`src/rtl/noc_flit_injector.sv`:
```
// Purpose : local packet injector; allocates a downstream VC round-robin, emits head/body/tail flits.
// Latency : descriptor accept -> head valid in 2 cycles minimum; body flits are zero-latency pass-through.
// Backpres: head is held stable until out_ready; body backpressure goes straight to data_ready; VC_ALLOC stalls with no free VC.
// Option  : define NOC_INJ_PERF_EN to add the perf_flits / perf_pkts / perf_stall counters.
module noc_flit_injector #(
    parameter  int FLIT_WIDTH = 32,
    parameter  int VC_NUM     = 4,
    parameter  int DEST_W     = 8,
    parameter  int LEN_W      = 8,
    localparam int VC_W       = $clog2(VC_NUM),
    localparam int PAYLOAD_W  = FLIT_WIDTH - 2 - VC_W
) (
    input  logic                  clk,
    input  logic                  rst_n,
    input  logic                  pkt_valid,
    output logic                  pkt_ready,
    input  logic [DEST_W-1:0]     pkt_dest,
    input  logic [LEN_W-1:0]      pkt_len,
    input  logic                  data_valid,
    output logic                  data_ready,
    input  logic [PAYLOAD_W-1:0]  data,
    output logic                  out_valid,
    input  logic                  out_ready,
    output logic [FLIT_WIDTH-1:0] out_flit,
    input  logic [VC_NUM-1:0]     out_vc_ready,
    output logic                  busy
`ifdef NOC_INJ_PERF_EN
    ,
    output logic [31:0]           perf_flits,
    output logic [31:0]           perf_pkts,
    output logic [31:0]           perf_stall
`endif
);

    localparam logic [1:0] T_BODY   = 2'b00;
    localparam logic [1:0] T_HEAD   = 2'b01;
    localparam logic [1:0] T_TAIL   = 2'b10;
    localparam logic [1:0] T_SINGLE = 2'b11;

    typedef enum logic [1:0] {S_IDLE, S_VC_ALLOC, S_HEAD, S_BODY} state_t;

    typedef struct packed {
        logic [1:0]           ftype;
        logic [VC_W-1:0]      vc;
        logic [PAYLOAD_W-1:0] dat;
    } flit_t;

    // The head must carry {len, dest}, and the VC field must address every VC exactly.
    if (PAYLOAD_W < DEST_W + LEN_W) begin : g_bad_payload_w
        $error("noc_flit_injector: payload field too narrow for {pkt_len, pkt_dest}");
    end
    if (VC_NUM < 2 || (1 << VC_W) != VC_NUM) begin : g_bad_vc_num
        $error("noc_flit_injector: VC_NUM must be a power of two and at least 2");
    end

    state_t                state;
    logic [DEST_W-1:0]     dest_q;
    logic [LEN_W-1:0]      len_q;
    logic [LEN_W-1:0]      remaining;
    logic [VC_W-1:0]       vc_sel;
    logic [VC_W-1:0]       rr_ptr;
    logic                  head_vld;
    flit_t                 head_flit;
    flit_t                 body_flit;
    logic [VC_W-1:0]       alloc_vc;
    logic [VC_W-1:0]       scan_vc;
    logic                  alloc_found;
    logic [PAYLOAD_W-1:0]  head_data;

    // Round-robin search: first free VC at or after rr_ptr, wrapping through the power-of-two index space.
    always_comb begin
        alloc_found = 1'b0;
        alloc_vc    = '0;
        scan_vc     = '0;
        for (int i = 0; i < VC_NUM; i++) begin
            scan_vc = rr_ptr + VC_W'(i);
            if (!alloc_found && out_vc_ready[scan_vc]) begin
                alloc_found = 1'b1;
                alloc_vc    = scan_vc;
            end
        end
    end

    // Head data field: zero-padded {len, dest} from the captured descriptor.
    always_comb begin
        head_data                        = '0;
        head_data[DEST_W+LEN_W-1:0]      = {len_q, dest_q};
    end

    // Body flits pass payload straight through; the last one is typed TAIL.
    always_comb begin
        body_flit.ftype = (remaining == LEN_W'(1)) ? T_TAIL : T_BODY;
        body_flit.vc    = vc_sel;
        body_flit.dat   = data;
    end

    assign out_valid  = head_vld | ((state == S_BODY) & data_valid);
    assign out_flit   = (state == S_BODY) ? body_flit : head_flit;
    assign data_ready = (state == S_BODY) & out_ready;

    // Packet sequencer: descriptor capture, VC allocation, head issue, body countdown.
    always_ff @(posedge clk) begin
        if (!rst_n) begin
            state     <= S_IDLE;
            pkt_ready <= 1'b0;
            busy      <= 1'b0;
            dest_q    <= '0;
            len_q     <= '0;
            remaining <= '0;
            vc_sel    <= '0;
            rr_ptr    <= '0;
            head_vld  <= 1'b0;
            head_flit <= '0;
        end else begin
            case (state)
                S_IDLE: begin
                    pkt_ready <= 1'b1;
                    if (pkt_valid && pkt_ready) begin
                        dest_q    <= pkt_dest;
                        len_q     <= pkt_len;
                        pkt_ready <= 1'b0;
                        busy      <= 1'b1;
                        state     <= S_VC_ALLOC;
                    end
                end
                S_VC_ALLOC: begin
                    if (alloc_found) begin
                        vc_sel          <= alloc_vc;
                        rr_ptr          <= alloc_vc + VC_W'(1);
                        head_flit.ftype <= (len_q == '0) ? T_SINGLE : T_HEAD;
                        head_flit.vc    <= alloc_vc;
                        head_flit.dat   <= head_data;
                        head_vld        <= 1'b1;
                        state           <= S_HEAD;
                    end
                end
                S_HEAD: begin
                    if (out_ready) begin
                        head_vld  <= 1'b0;
                        head_flit <= '0;
                        if (len_q == '0) begin
                            state     <= S_IDLE;
                            busy      <= 1'b0;
                            pkt_ready <= 1'b1;
                        end else begin
                            remaining <= len_q;
                            state     <= S_BODY;
                        end
                    end
                end
                S_BODY: begin
                    if (data_valid && out_ready) begin
                        remaining <= remaining - LEN_W'(1);
                        if (remaining == LEN_W'(1)) begin
                            state     <= S_IDLE;
                            busy      <= 1'b0;
                            pkt_ready <= 1'b1;
                        end
                    end
                end
                default: state <= S_IDLE;
            endcase
        end
    end

`ifdef NOC_INJ_PERF_EN
    // Free-running wrap-around counters: flits sent, packets started, and stall cycles.
    always_ff @(posedge clk) begin
        if (!rst_n) begin
            perf_flits <= '0;
            perf_pkts  <= '0;
            perf_stall <= '0;
        end else begin
            if (out_valid && out_ready) perf_flits <= perf_flits + 32'd1;
            if (head_vld && out_ready)  perf_pkts  <= perf_pkts + 32'd1;
            if ((state == S_VC_ALLOC && !alloc_found) || (out_valid && !out_ready))
                perf_stall <= perf_stall + 32'd1;
        end
    end
`endif

endmodule

```
`config.mk`:
```
export PLATFORM = sky130hd
export DESIGN_NAME = noc_flit_injector
export DESIGN_NICKNAME = d
export VERILOG_FILES = /design/src/rtl/noc_flit_injector.sv
export SDC_FILE = /design/constraint.sdc
export NUM_CORES = 1
export LEC_CHECK = 0
export ABC_CLOCK_PERIOD_IN_PS = 1700
export BUFFER_PORTS_ARGS = -buffer_cell sky130_fd_sc_hd__buf_2
export CORE_MARGIN = 3
export CORE_UTILIZATION = 50
export DETAILED_ROUTE_END_ITERATION = 10
export PLACE_DENSITY = 0.86
export SETUP_SLACK_MARGIN = 0.3
export SLEW_MARGIN = 0
export SYNTH_ARGS = -nofsm -noshare
export SYNTH_HDL_FRONTEND = slang
export SYNTH_SLANG_ARGS = --single-unit
```
`constraint.sdc`:
```
create_clock -name clk -period 1.7 [get_ports clk]
set_input_delay 0.255 -clock clk [delete_from_list [all_inputs] [get_ports clk]]
set_output_delay 0.255 -clock clk [all_outputs]
set_load 0.01 [all_outputs]
```
; After elaboration in Yosys (flattened, before gate mapping)
; Cells that the tools add are included.
[totals]
register_bits = 65
in_bits = 53
output_inout_bits = 36
elab_cells = 103
[classes]
addsub = 5
order_cmp = 4
n_eq_ne = 11
mux = 48
bitwise_logic = 3
n_reduce_logical = 20
[op_table]
columns = cell, n
row1 = two-way mux 32 bit, 3
row2 = case mux 32 bit (2 select lines), 1
row3 = two-way mux 2 bit, 12
row4 = two-way mux 8 bit, 3
row5 = two-way mux 1 bit, 20
row6 = case mux 8 bit (2 select lines), 1
row7 = less-than comparator 2 x 3 -> 1 bit (second input constant), 4
row8 = inequality test 2 bit (second input constant), 6
row9 = AND reduction 5 bit, 2
row10 = binary-select mux 1 bit (select 2 bit), 4
row11 = equality test 8 x 1 -> 1 bit (second input constant), 1
row12 = logical NOT 8 bit, 1
row13 = case mux 2 bit (4 select lines), 1
row14 = subtractor 8 x 1 -> 8 bit (second input constant), 1
row15 = case mux 1 bit (3 select lines), 2
row16 = AND reduction 6 bit, 1
row17 = logical AND 1 bit, 5
row18 = adder 2 x 1 -> 2 bit (second input constant), 2
row19 = adder 2 bit (second input constant), 2
row20 = equality test 2 bit (second input constant), 2
row21 = AND reduction 2 bit, 2
row22 = AND reduction 4 bit, 1
row23 = nonzero test 2 bit, 2
row24 = logical NOT 1 bit, 3
row25 = other kinds (8), 9

; Depth between registers and ports, before layout
[logic_depth]
word_depth = 14
mapped_depth = 6
ltp_nobuf = 5

; Least setup slack after synthesis
; Ideal clock, no wire load.
[synth_path]
kind = reg-to-output
startpoint = register state[1]
endpoint = output out_flit[31]
arrival_time_ns = 1.287
required_time_ns = 1.445
path_slack_ns = 0.158
path_stages_with_launch = 7
n_path_buf = 3
path_cell_list = dfxtp_1 > buf_2 > nand2_1 > clkbuf_1 > clkbuf_1 > nand2_1 > o21ai_0
[synth_between]
elab_chain_cells = 2
[synth_lines]
columns = item, line
row1 = from (decl), 56  ; state_t state;
row2 = from (signal assigned), 104  ; state <= S_IDLE;
row3 = from (signal assigned), 123  ; state <= S_VC_ALLOC;
row4 = from (signal assigned), 134  ; state <= S_HEAD;
row5 = equality test 2 bit, 98  ; assign out_flit = (state == S_BODY) ? body_flit : head_flit;
row6 = two-way mux 32 bit, 98
row7 = to (decl), 24  ; output logic [FLIT_WIDTH-1:0] out_flit,
; No other way between the ends.

; Final worst setup path
[layout_path]
startpoint = register state[1]
endpoint = output out_flit[9]
; The elaborated chain is that of the path after synthesis.

==> metrics.txt <==
outcome complete, no violations; Clock Sinks 52; Fill cells 306; Cell Chain, Critical Path and2_4 -> buf_16 -> nand2_2 -> nand2_1 -> buf_2; final hold violation count 0; H-tree depth 2; setup ws final 62.5 ps; synthesized area 2690 um2; commonest non-fill, non-tap cell in the layout buf_2; CTS clock-pin slew for the worst setup and hold paths 100 ps; hold_buf cts 0; Starting Density 52.1%; floorplan die width 79.4 um; CP arrival 1380 ps; global placer's final weighted congestion 0.887; # DRC 0; final design instance area without fill 4110 um2; Nets 542; Port-buffer cells 88; CP max FO 6; CP startpoint kind register; drt pass-1 iters 8; Routed Antenna Nets 0; Crit. End Element primary output; CP Class reg2out; n_diodes 0; Power Total 3.27 mW; dpl cell area 3300 um2; syn_nets 426; maximum number of pins on one net before global-route repair 30; LEAKAGE 1.91 nW; via count 3445; Netlist cell types 41; Die Y 79.4 um; number of flops mapped to enable cells by yosys 0; post-DP HPWL 5110 um; Worst IR Drop VDD 0.000486 V; CP delay by family, top flip-flops; Yosys warning count 0; Seq/Total Area, Yosys 38.7%; Syn-to-layout area delta 52.5%; vias per inst 6.17; WL per Instance 19.4 um; row cnt 26; RSZ-0062 raised after global routing yes; TNS Setup 0 ps; DR iter-0 viols 356; Synth Flop Type dfxtp_1; Final setup viols 0; TritonCTS clock tree yes; Worst path slowest cell dfxtp_4; worst slack, placed 89.5 ps; Die Area 6300 um2; clock buffer depth 2; gr ovfl total 0; Slew @ Worst Pin 605 ps; overall routing resource usage 28.3%; fin crit share 96.3%; WP data required 1440 ps; Tmin final 1640 ps; critical path buffer and inverter count 2; commonest cells after routing, fill and taps aside 85 x buf_2, 83 x nand2_1, 37 x dfxtp_1; Yosys reg bits 52; max cap viols 0; fmax 611 MHz; drt total wl 10800 um; FFs w/ async S/R, synth 0%; Cell Pwr Density 797 nW/um2; first-pass GRT wire length 14100 um; Slew Viols, Final 0; root buf cell clkbuf_8; share of layout cells above drive strength 1 49.6%; syn_area_per_cell 7.26 um2; CP max stage delay 390 ps; initial antenna violation count 0; Layout Skew 11.8 ps; WHS 165 ps; worst hold path class in2reg; Mapped Cells 371; Worst slew margin 59.6%; Core Area 5170 um2; Skew-Pair Late Insertion Delay 310 ps; total CTS buffers 5; vias in the first global route 2982; I/O pin count 89
## through the flow
stage	std cells	util, %
floorplan	371	-
global placement	523	63.9
detailed placement	523	63.9
CTS	551	72.5
global route	558	79.4
finish	558	79.4
## registers in the layout (all words and copies together) (netlist names)
name       flops
rr_ptr         2
head_flit     20
pkt_ready      1
remaining      8
len_q          8
state          2
dest_q         8
busy           1
vc_sel         2
## report_power, final
part	total, mW	leakage (nW)	internal, mW	switching, mW
registers	1.37	0.431	1.29	0.0824
clock network	0.911	0.0614	0.482	0.429
logic	0.989	1.42	0.443	0.546
total	3.27	1.91	2.22	1.06
## final timing paths
path	endpoint	slack, ps	startpoint	cells after the start
worst min register to register	head_flit[5]	470	dest_q[5]	2
worst max register to register	vc_sel[1]	180	state[0]	9
worst max-delay path	out_flit[9]	60	state[1]	5
worst min-delay path	len_q[1]	170	pkt_len[1]	3
## layout make-up
cell class	instances	area, um2	area share [%]
Clock buffer	6	82.6	2.01
Multi-Input combinational cell	289	1820	44.3
Timing Repair Buffer	134	981	23.9
Tap cell	70	87.6	2.13
Clock inverter	2	38.8	0.945
Inverter	5	21.3	0.518
Sequential cell	52	1070	26.2
## cell families (layout without fill, tap and decap cells)
| kind of cell | Yosys count | in the layout | share of synthesized area (%) |
|---|---|---|---|
| AO/OA/AOI/OAI | 91 | 92 | 21.5 |
| buffers and inverters | 31 | 147 | 5.53 |
| AND/OR/NAND/NOR | 195 | 195 | 33.4 |
| adder cells (fa/ha/maj) | 2 | 2 | 0.929 |
| flip-flops | 52 | 52 | 38.7 |
## Yosys cell counts (3+ instances only)
cell      number  area share, %
a211o_1        3           0.98
a21o_2         3           0.98
a21oi_1       49            9.1
a21oi_2        5            1.6
a31oi_1        3           0.70
and3_1        13            3.0
buf_2          8            1.5
buf_6          3            1.3
clkbuf_1      15            2.1
dfxtp_1       52             39
inv_1          5           0.70
nand2_1      116             16
nand3_1       28            5.2
nand4_1        4           0.93
nor2_1        12            1.7
nor2b_1        6            1.4
nor3_1         4           0.74
o21ai_0        7            1.3
o21ai_2        4            1.3
o21bai_1       4            1.1
## metal layers
layer  part of all wire, %  global-route usage (%)  vias up
met5                     0                       0        -
met4                   5.7                    10.1        0
met3                   9.7                    7.11       77
met2                    49                    49.3      264
met1                    35                    33.6     1590
li1                      -                       -     1514
## tightest hold or removal path: stages
cell and delay [ps]:
buf_2 100, nand2_1 50, a21oi_1 50
## what timing repair did
action	4_1_cts	5_1_grt
pin swaps	23	41
endpoints found under the hold margin	0	0
endpoints found under the setup margin	83	75
cloned	8	0
gates resized for setup	49	86
buffers inserted	12	7
Note: power is estimated with default switching activity, not from simulation.
